## src/rtl/rshp_rd_ctrl.sv

```systemverilog
// rshp_rd_ctrl -- read-side sequencer for the reshaper byte FIFO.
//
// A job of cfg_len bytes is pulled out of the byte FIFO in chunks of
// cfg_obyte bytes. A read is issued only when enough bytes are resident and
// the output buffer has room for the returning beat. Each returned chunk has
// its unused tail bytes zeroed and is presented as one output beat with byte
// enables and a last flag.
//
// Optional feature macro: RSHP_RDC_STALLCNT_EN
//   When defined, adds the stall_cnt output. It counts RUN cycles that were
//   blocked only by too few resident bytes. It saturates, clears on an
//   accepted start, and holds after the job ends.
//
// Ports:
//   clk, reset_n      clock, asynchronous active-low reset
//   start             job start pulse, accepted only while idle
//   cfg_len           total job bytes, sampled on accepted start
//   cfg_obyte         bytes per beat (0 means DW/8), sampled on accepted start
//   busy, done        job in progress / one-cycle completion pulse
//   ffrreq, ffrbyte   FIFO read request and number of bytes consumed
//   ffrdata, ffrvld   FIFO read data, valid one cycle after ffrreq
//   ffvbyte           bytes currently resident in the FIFO
//   odata, obe, olast output beat, byte enables, final-beat flag
//   ovalid, oready    output handshake
//   stall_cnt         (RSHP_RDC_STALLCNT_EN only) stall cycle counter
module rshp_rd_ctrl #(
  parameter int DW    = 512,
  parameter int BUFFW = DW * 2,
  parameter int LW    = 24
) (
  input  logic                      clk,
  input  logic                      reset_n,
  input  logic                      start,
  input  logic [LW-1:0]             cfg_len,
  input  logic [$clog2(DW/8):0]     cfg_obyte,
  output logic                      busy,
  output logic                      done,
  output logic                      ffrreq,
  output logic [$clog2(DW/8):0]     ffrbyte,
  input  logic [DW-1:0]             ffrdata,
  input  logic                      ffrvld,
  input  logic [$clog2(BUFFW/8):0]  ffvbyte,
  output logic [DW-1:0]             odata,
  output logic [DW/8-1:0]           obe,
  output logic                      olast,
  output logic                      ovalid,
  input  logic                      oready
`ifdef RSHP_RDC_STALLCNT_EN
  ,
  output logic [31:0]               stall_cnt
`endif
);

  localparam int NB  = DW / 8;
  localparam int OBW = $clog2(NB) + 1;
  localparam int VBW = $clog2(BUFFW / 8) + 1;
  localparam int CW  = (VBW > OBW) ? VBW : OBW;

  typedef enum logic [1:0] {
    S_IDLE,
    S_RUN,
    S_DRAIN,
    S_DONE
  } state_t;

  state_t          state;
  state_t          state_nxt;

  logic [LW-1:0]   remaining;
  logic [OBW-1:0]  obyte_q;
  logic [OBW-1:0]  obyte_norm;
  logic [OBW-1:0]  rbyte;

  // In-flight tag for the single outstanding FIFO read.
  logic            tag_vld;
  logic [OBW-1:0]  tag_size;
  logic            tag_last;

  // Two-entry skid buffer.
  logic [DW-1:0]   sk_data [2];
  logic [NB-1:0]   sk_be   [2];
  logic [1:0]      sk_last;
  logic            wr_ptr;
  logic            rd_ptr;
  logic [1:0]      occ;

  logic            start_acc;
  logic            enough;
  logic            room;
  logic            issue;
  logic            stall;
  logic            push;
  logic            pop;

  logic [DW-1:0]   ret_data;
  logic [NB-1:0]   ret_be;

  // ---------------------------------------------------------------------
  // Configuration normalisation and chunk sizing
  // ---------------------------------------------------------------------
  always_comb begin
    obyte_norm = cfg_obyte;
    if (cfg_obyte == '0 || cfg_obyte > OBW'(NB)) begin
      obyte_norm = OBW'(NB);
    end
  end

  always_comb begin
    rbyte = obyte_q;
    if (remaining < LW'(obyte_q)) begin
      rbyte = remaining[OBW-1:0];
    end
  end

  // ---------------------------------------------------------------------
  // Output handshake on the skid head
  // ---------------------------------------------------------------------
  assign ovalid = (occ != 2'd0);
  assign pop    = ovalid && oready;
  assign push   = ffrvld && tag_vld;
  assign odata  = sk_data[rd_ptr];
  assign obe    = sk_be[rd_ptr];
  assign olast  = sk_last[rd_ptr];

  // Credit is 2 - occupancy - inflight; a pop in the same cycle frees a slot
  // early so back-to-back reads are sustained while oready stays high.
  assign room = ({1'b0, occ} + {2'b00, tag_vld}) < (3'd2 + {2'b00, pop});

  // ---------------------------------------------------------------------
  // FSM: state register
  // ---------------------------------------------------------------------
  always_ff @(posedge clk or negedge reset_n) begin
    if (!reset_n) begin
      state <= S_IDLE;
    end else begin
      state <= state_nxt;
    end
  end

  // ---------------------------------------------------------------------
  // FSM: next state
  // ---------------------------------------------------------------------
  always_comb begin
    state_nxt = state;
    case (state)
      S_IDLE: begin
        if (start) begin
          state_nxt = (cfg_len == '0) ? S_DONE : S_RUN;
        end
      end
      S_RUN: begin
        if (remaining == '0) begin
          state_nxt = S_DRAIN;
        end
      end
      S_DRAIN: begin
        if (pop && olast) begin
          state_nxt = S_DONE;
        end
      end
      S_DONE: begin
        state_nxt = S_IDLE;
      end
      default: begin
        state_nxt = S_IDLE;
      end
    endcase
  end

  // ---------------------------------------------------------------------
  // FSM: outputs / read issue
  // ---------------------------------------------------------------------
  always_comb begin
    start_acc = (state == S_IDLE) && start;
    enough    = CW'(ffvbyte) >= CW'(rbyte);
    issue     = (state == S_RUN) && (remaining != '0) && enough && room;
    stall     = (state == S_RUN) && (remaining != '0) && !enough;
    ffrreq    = issue;
    ffrbyte   = issue ? rbyte : '0;
  end

  // ---------------------------------------------------------------------
  // Job bookkeeping; busy and done are registered so they reflect the
  // DONE state one cycle after it is entered.
  // ---------------------------------------------------------------------
  always_ff @(posedge clk or negedge reset_n) begin
    if (!reset_n) begin
      remaining <= '0;
      obyte_q   <= '0;
      busy      <= 1'b0;
      done      <= 1'b0;
    end else begin
      done <= (state == S_DONE);
      if (start_acc) begin
        remaining <= cfg_len;
        obyte_q   <= obyte_norm;
        busy      <= 1'b1;
      end else begin
        if (issue) begin
          remaining <= remaining - LW'(rbyte);
        end
        if (state == S_DONE) begin
          busy <= 1'b0;
        end
      end
    end
  end

  // ---------------------------------------------------------------------
  // In-flight tag: captured on issue, released when the data returns.
  // ---------------------------------------------------------------------
  always_ff @(posedge clk or negedge reset_n) begin
    if (!reset_n) begin
      tag_vld  <= 1'b0;
      tag_size <= '0;
      tag_last <= 1'b0;
    end else if (issue) begin
      tag_vld  <= 1'b1;
      tag_size <= rbyte;
      tag_last <= (remaining == LW'(rbyte));
    end else if (ffrvld) begin
      tag_vld  <= 1'b0;
    end
  end

  // ---------------------------------------------------------------------
  // Return path: zero the tail bytes and build byte enables from the tag.
  // ---------------------------------------------------------------------
  always_comb begin
    ret_data = '0;
    ret_be   = '0;
    for (int unsigned i = 0; i < NB; i++) begin
      if (i < 32'(tag_size)) begin
        ret_be[i]         = 1'b1;
        ret_data[i*8 +: 8] = ffrdata[i*8 +: 8];
      end
    end
  end

  // ---------------------------------------------------------------------
  // Skid buffer
  // ---------------------------------------------------------------------
  always_ff @(posedge clk or negedge reset_n) begin
    if (!reset_n) begin
      for (int unsigned i = 0; i < 2; i++) begin
        sk_data[i] <= '0;
        sk_be[i]   <= '0;
      end
      sk_last <= '0;
      wr_ptr  <= 1'b0;
      rd_ptr  <= 1'b0;
      occ     <= '0;
    end else begin
      if (push) begin
        sk_data[wr_ptr] <= ret_data;
        sk_be[wr_ptr]   <= ret_be;
        sk_last[wr_ptr] <= tag_last;
        wr_ptr          <= ~wr_ptr;
      end
      if (pop) begin
        rd_ptr <= ~rd_ptr;
      end
      occ <= occ + {1'b0, push} - {1'b0, pop};
    end
  end

`ifdef RSHP_RDC_STALLCNT_EN
  // ---------------------------------------------------------------------
  // Stall counter
  // ---------------------------------------------------------------------
  always_ff @(posedge clk or negedge reset_n) begin
    if (!reset_n) begin
      stall_cnt <= '0;
    end else if (start_acc) begin
      stall_cnt <= '0;
    end else if (stall && (stall_cnt != '1)) begin
      stall_cnt <= stall_cnt + 32'd1;
    end
  end
`endif

endmodule

```

## config.mk

```make
export PLATFORM = sky130hd
export DESIGN_NAME = rshp_rd_ctrl
export DESIGN_NICKNAME = d
export VERILOG_FILES = /design/src/rtl/rshp_rd_ctrl.sv
export SDC_FILE = /design/constraint.sdc
export NUM_CORES = 2
export LEC_CHECK = 0
export CAP_MARGIN = 30
export CORE_AREA = 2 2 442 444
export CTS_CLUSTER_SIZE = 20
export DETAILED_ROUTE_END_ITERATION = 8
export DIE_AREA = 0 0 444 446
export GPL_ROUTABILITY_DRIVEN = 0
export HOLD_SLACK_MARGIN = 0.05
export SKIP_CTS_REPAIR_TIMING = 1
export SLEW_MARGIN = 20
export SYNTH_ARGS = -nofsm -noshare
export SYNTH_HDL_FRONTEND = slang
export SYNTH_SLANG_ARGS = --single-unit
```

## constraint.sdc

```tcl
create_clock -name clk -period 7.05 [get_ports clk]
set_input_delay 2.115 -clock clk [delete_from_list [all_inputs] [get_ports clk]]
set_output_delay 2.115 -clock clk [all_outputs]
set_load 0.03 [all_outputs]
```

==> metrics.yaml <==
outcome: "complete, no violations"
min_period_ns: 6.93
drv_cap: 0
dp_cells: 8897
drt_pre_antenna_iters: 8
synth-compound-area-share: 0.131
grt_pass1_wl_mm: 306
worst_pin_slew_ns: 0.987
place_area_um2: 67800
num_rows: 162
cts_root_buffer: "clkbuf_16"
drc: 0
drive_gt1_frac: 0.154
grt_pass1_vias: 44755
p_leak_uw: 0.0330
vias_per_cell: 4.80
synth_xor_xnor_area_share: 0.00214
placement.io_buffers: 1143
synth_edf_count: 0
grtUsageTotal: 0.209
syn_inst: 5464
cp.arrival_ns: 4.82
hold_path.startpoint: "sk_data[601]"
hold_class: "reg -> reg"
hold_depth: 2
stdcell_count: 9203
ys_ff_latch: 1202
hold_end: "sk_data[601]"
wl_per_cell_um: 23.2
yosys_warnings: 0
synthDistinctLibCells: 69
avgSynthCellArea_um2: 9.74
cts_buffers: 143
fmax_ghz: 0.144
final_area_um2: 72700
reg2reg_depth: 20
crit_path_end_kind: "primary output"
synthMuxAreaShare: 0.129
synth_area_um2: 53200
path_max_fanout: 8
fp.dieH_um: 446
layout_common_cells: "1706 x nand2_1, 1195 x dfrtp_1, 1168 x o21ai_0, 1134 x clkdlybuf4s50_1, 609 x mux2_2"
power_density_nw_per_um2: 295
required_ns: 4.93
area_growth_syn_to_layout_pct: 36.7
r2r-start: "obyte_q[3]"
slew_headroom: 0.342
cts_sinks: 1202
die-area_um2: 198000
start_util: 0.275
cts_tree: "yes"
final_common_cell: "nand2_1"
start_kind: "flip-flop"
clk_path_buf_depth: 3
min_period_over_period: 0.983
finalWirelength_mm: 214
power.total_uw: 21400
drt_iter0_drc: 3201
synthAdderAreaFrac: 0.00616
nets: 7096
setup_viol: 0
critPathKind: "reg -> out"
async_reset_ff_frac: 1.00
antenna_found_initial: 64
ant_nets: 0
worstSkewPairLatency_ns: 0.83
drv_slew: 0
synthSimpleGateAreaFrac: 0.137
path_clk_slew_ns: 0.06
dpl.hpwl_mm: 155
io_pins: 1144
grt_max_degree: 185
core-area_um2: 194000
grt-ovfl-total: 0
ys_seq_area_frac: 0.565
htree_levels: 4
worstReg2RegEnd: "remaining[6]"
max-vdd-ir-drop_v: 0.000233
r2r_slack_ns: 2.46
synth_nets: 6042
synth_top_family_by_area: "simple AND/OR/NAND/NOR gates"
vias: 44163
die_w_um: 444
hold_viol: 0
skew_ns: 0.0717
synthFlopType: "dfrtp_1"
[routing by layer]
layer,part of all wire,track usage
met5,0.00052,0
met4,0.055,0.116
met3,0.071,0.0578
met2,0.47,0.338
met1,0.40,0.253
[metrics by stage]
step | setup WS (ns) | hold slack [ns] | setup TNS, ns | utilization
final | 0.118 | 0.471 | 0 | 0.376
after global routing | -0.0771 | 0.488 | -0.398 | 0.376
after CTS | -0.571 | 0.476 | -3.00 | 0.374
after detailed placement | 0.0454 | 0.464 | 0 | 0.350
after global placement | 0.00262 | 0.455 | 0 | 0.350
after floorplan | 0.597 | 0.444 | 0 | -
[synth_stat cells, types with 11 or more instances]
cell type / n / area share
a21o_1: 17 / 0.0024
a21oi_1: 72 / 0.0068
a31oi_1: 18 / 0.0021
buf_1: 11 / 0.00078
clkbuf_1: 357 / 0.025
dfrtp_1: 1202 / 0.57
ha_1: 22 / 0.0052
inv_1: 24 / 0.0017
mux2_2: 609 / 0.13
nand2_1: 1707 / 0.12
nand3_1: 14 / 0.0013
nor2_1: 62 / 0.0044
o21ai_0: 1170 / 0.11
o21ai_1: 18 / 0.0017
or3_1: 14 / 0.0016
[power breakdown]
group          leakage, uW  switching [uW]  internal, uW  total, uW
registers           0.0160             312          7420       7730
clock network      0.00222            3150          4120       7270
logic               0.0147            3750          2690       6440
[worst max-delay path, stage by stage, from the launching register on]
cell and delay, ns:
dfrtp_1 0.41, inv_2 0.13, ha_4 0.22, a211oi_2 0.25, o21ai_2 0.11, a221oi_2 0.35
buf_4 0.19, and2_4 0.17, buf_6 0.13, a21oi_4 0.07, ha_1 0.31, a21o_1 0.18
a21oi_2 0.15, o211ai_1 0.11, a21oi_1 0.17, a211oi_2 0.06, maj3_2 0.35, o21ai_4 0.29
nor2_1 0.11, dlymetal6s2s_1 0.26
[sequential cells by signal, indices dropped and copies added, names as in the netlist]
signal     count
busy           1
done           1
obyte_q        7
occ            2
rd_ptr         1
remaining     24
sk_be        128
sk_data     1024
sk_last        2
state          2
tag_last       1
tag_size       7
tag_vld        1
wr_ptr         1
[cell type report]
cell class,instances,area [um2]
Clock inverter,44,571
Sequential cell,1202,30100
Multi-Input combinational cell,3859,21700
Fill cell,19194,121000
Timing Repair Buffer,1284,12900
Tap cell,2542,3180
Inverter,28,109
Antenna cell,42,105
Clock buffer,202,4010
[worst max-delay path by stage]
stage / from / endpoint / cells past startpoint
floorplan: obyte_q[6] / ffrbyte[0] / 20
global placement: ffvbyte[0] / ffrbyte[0] / 12
detailed placement: ffvbyte[0] / ffrbyte[1] / 12
CTS: obyte_q[3] / ffrbyte[1] / 18
global route: obyte_q[3] / ffrbyte[1] / 19
finish: obyte_q[3] / ffrbyte[1] / 19
[cells by family (layout without fill, tap and decap cells)]
logic type,count (synthesis),in the layout
AO/OA/AOI/OAI,1344,1344
XOR/XNOR,13,13
adder cells (fa/ha/maj),27,27
buffers and inverters,403,1558
flip-flops,1202,1202
multiplexers,610,610
other,0,42
AND/OR/NAND/NOR,1865,1865
(Power assumes the default switching activity.)
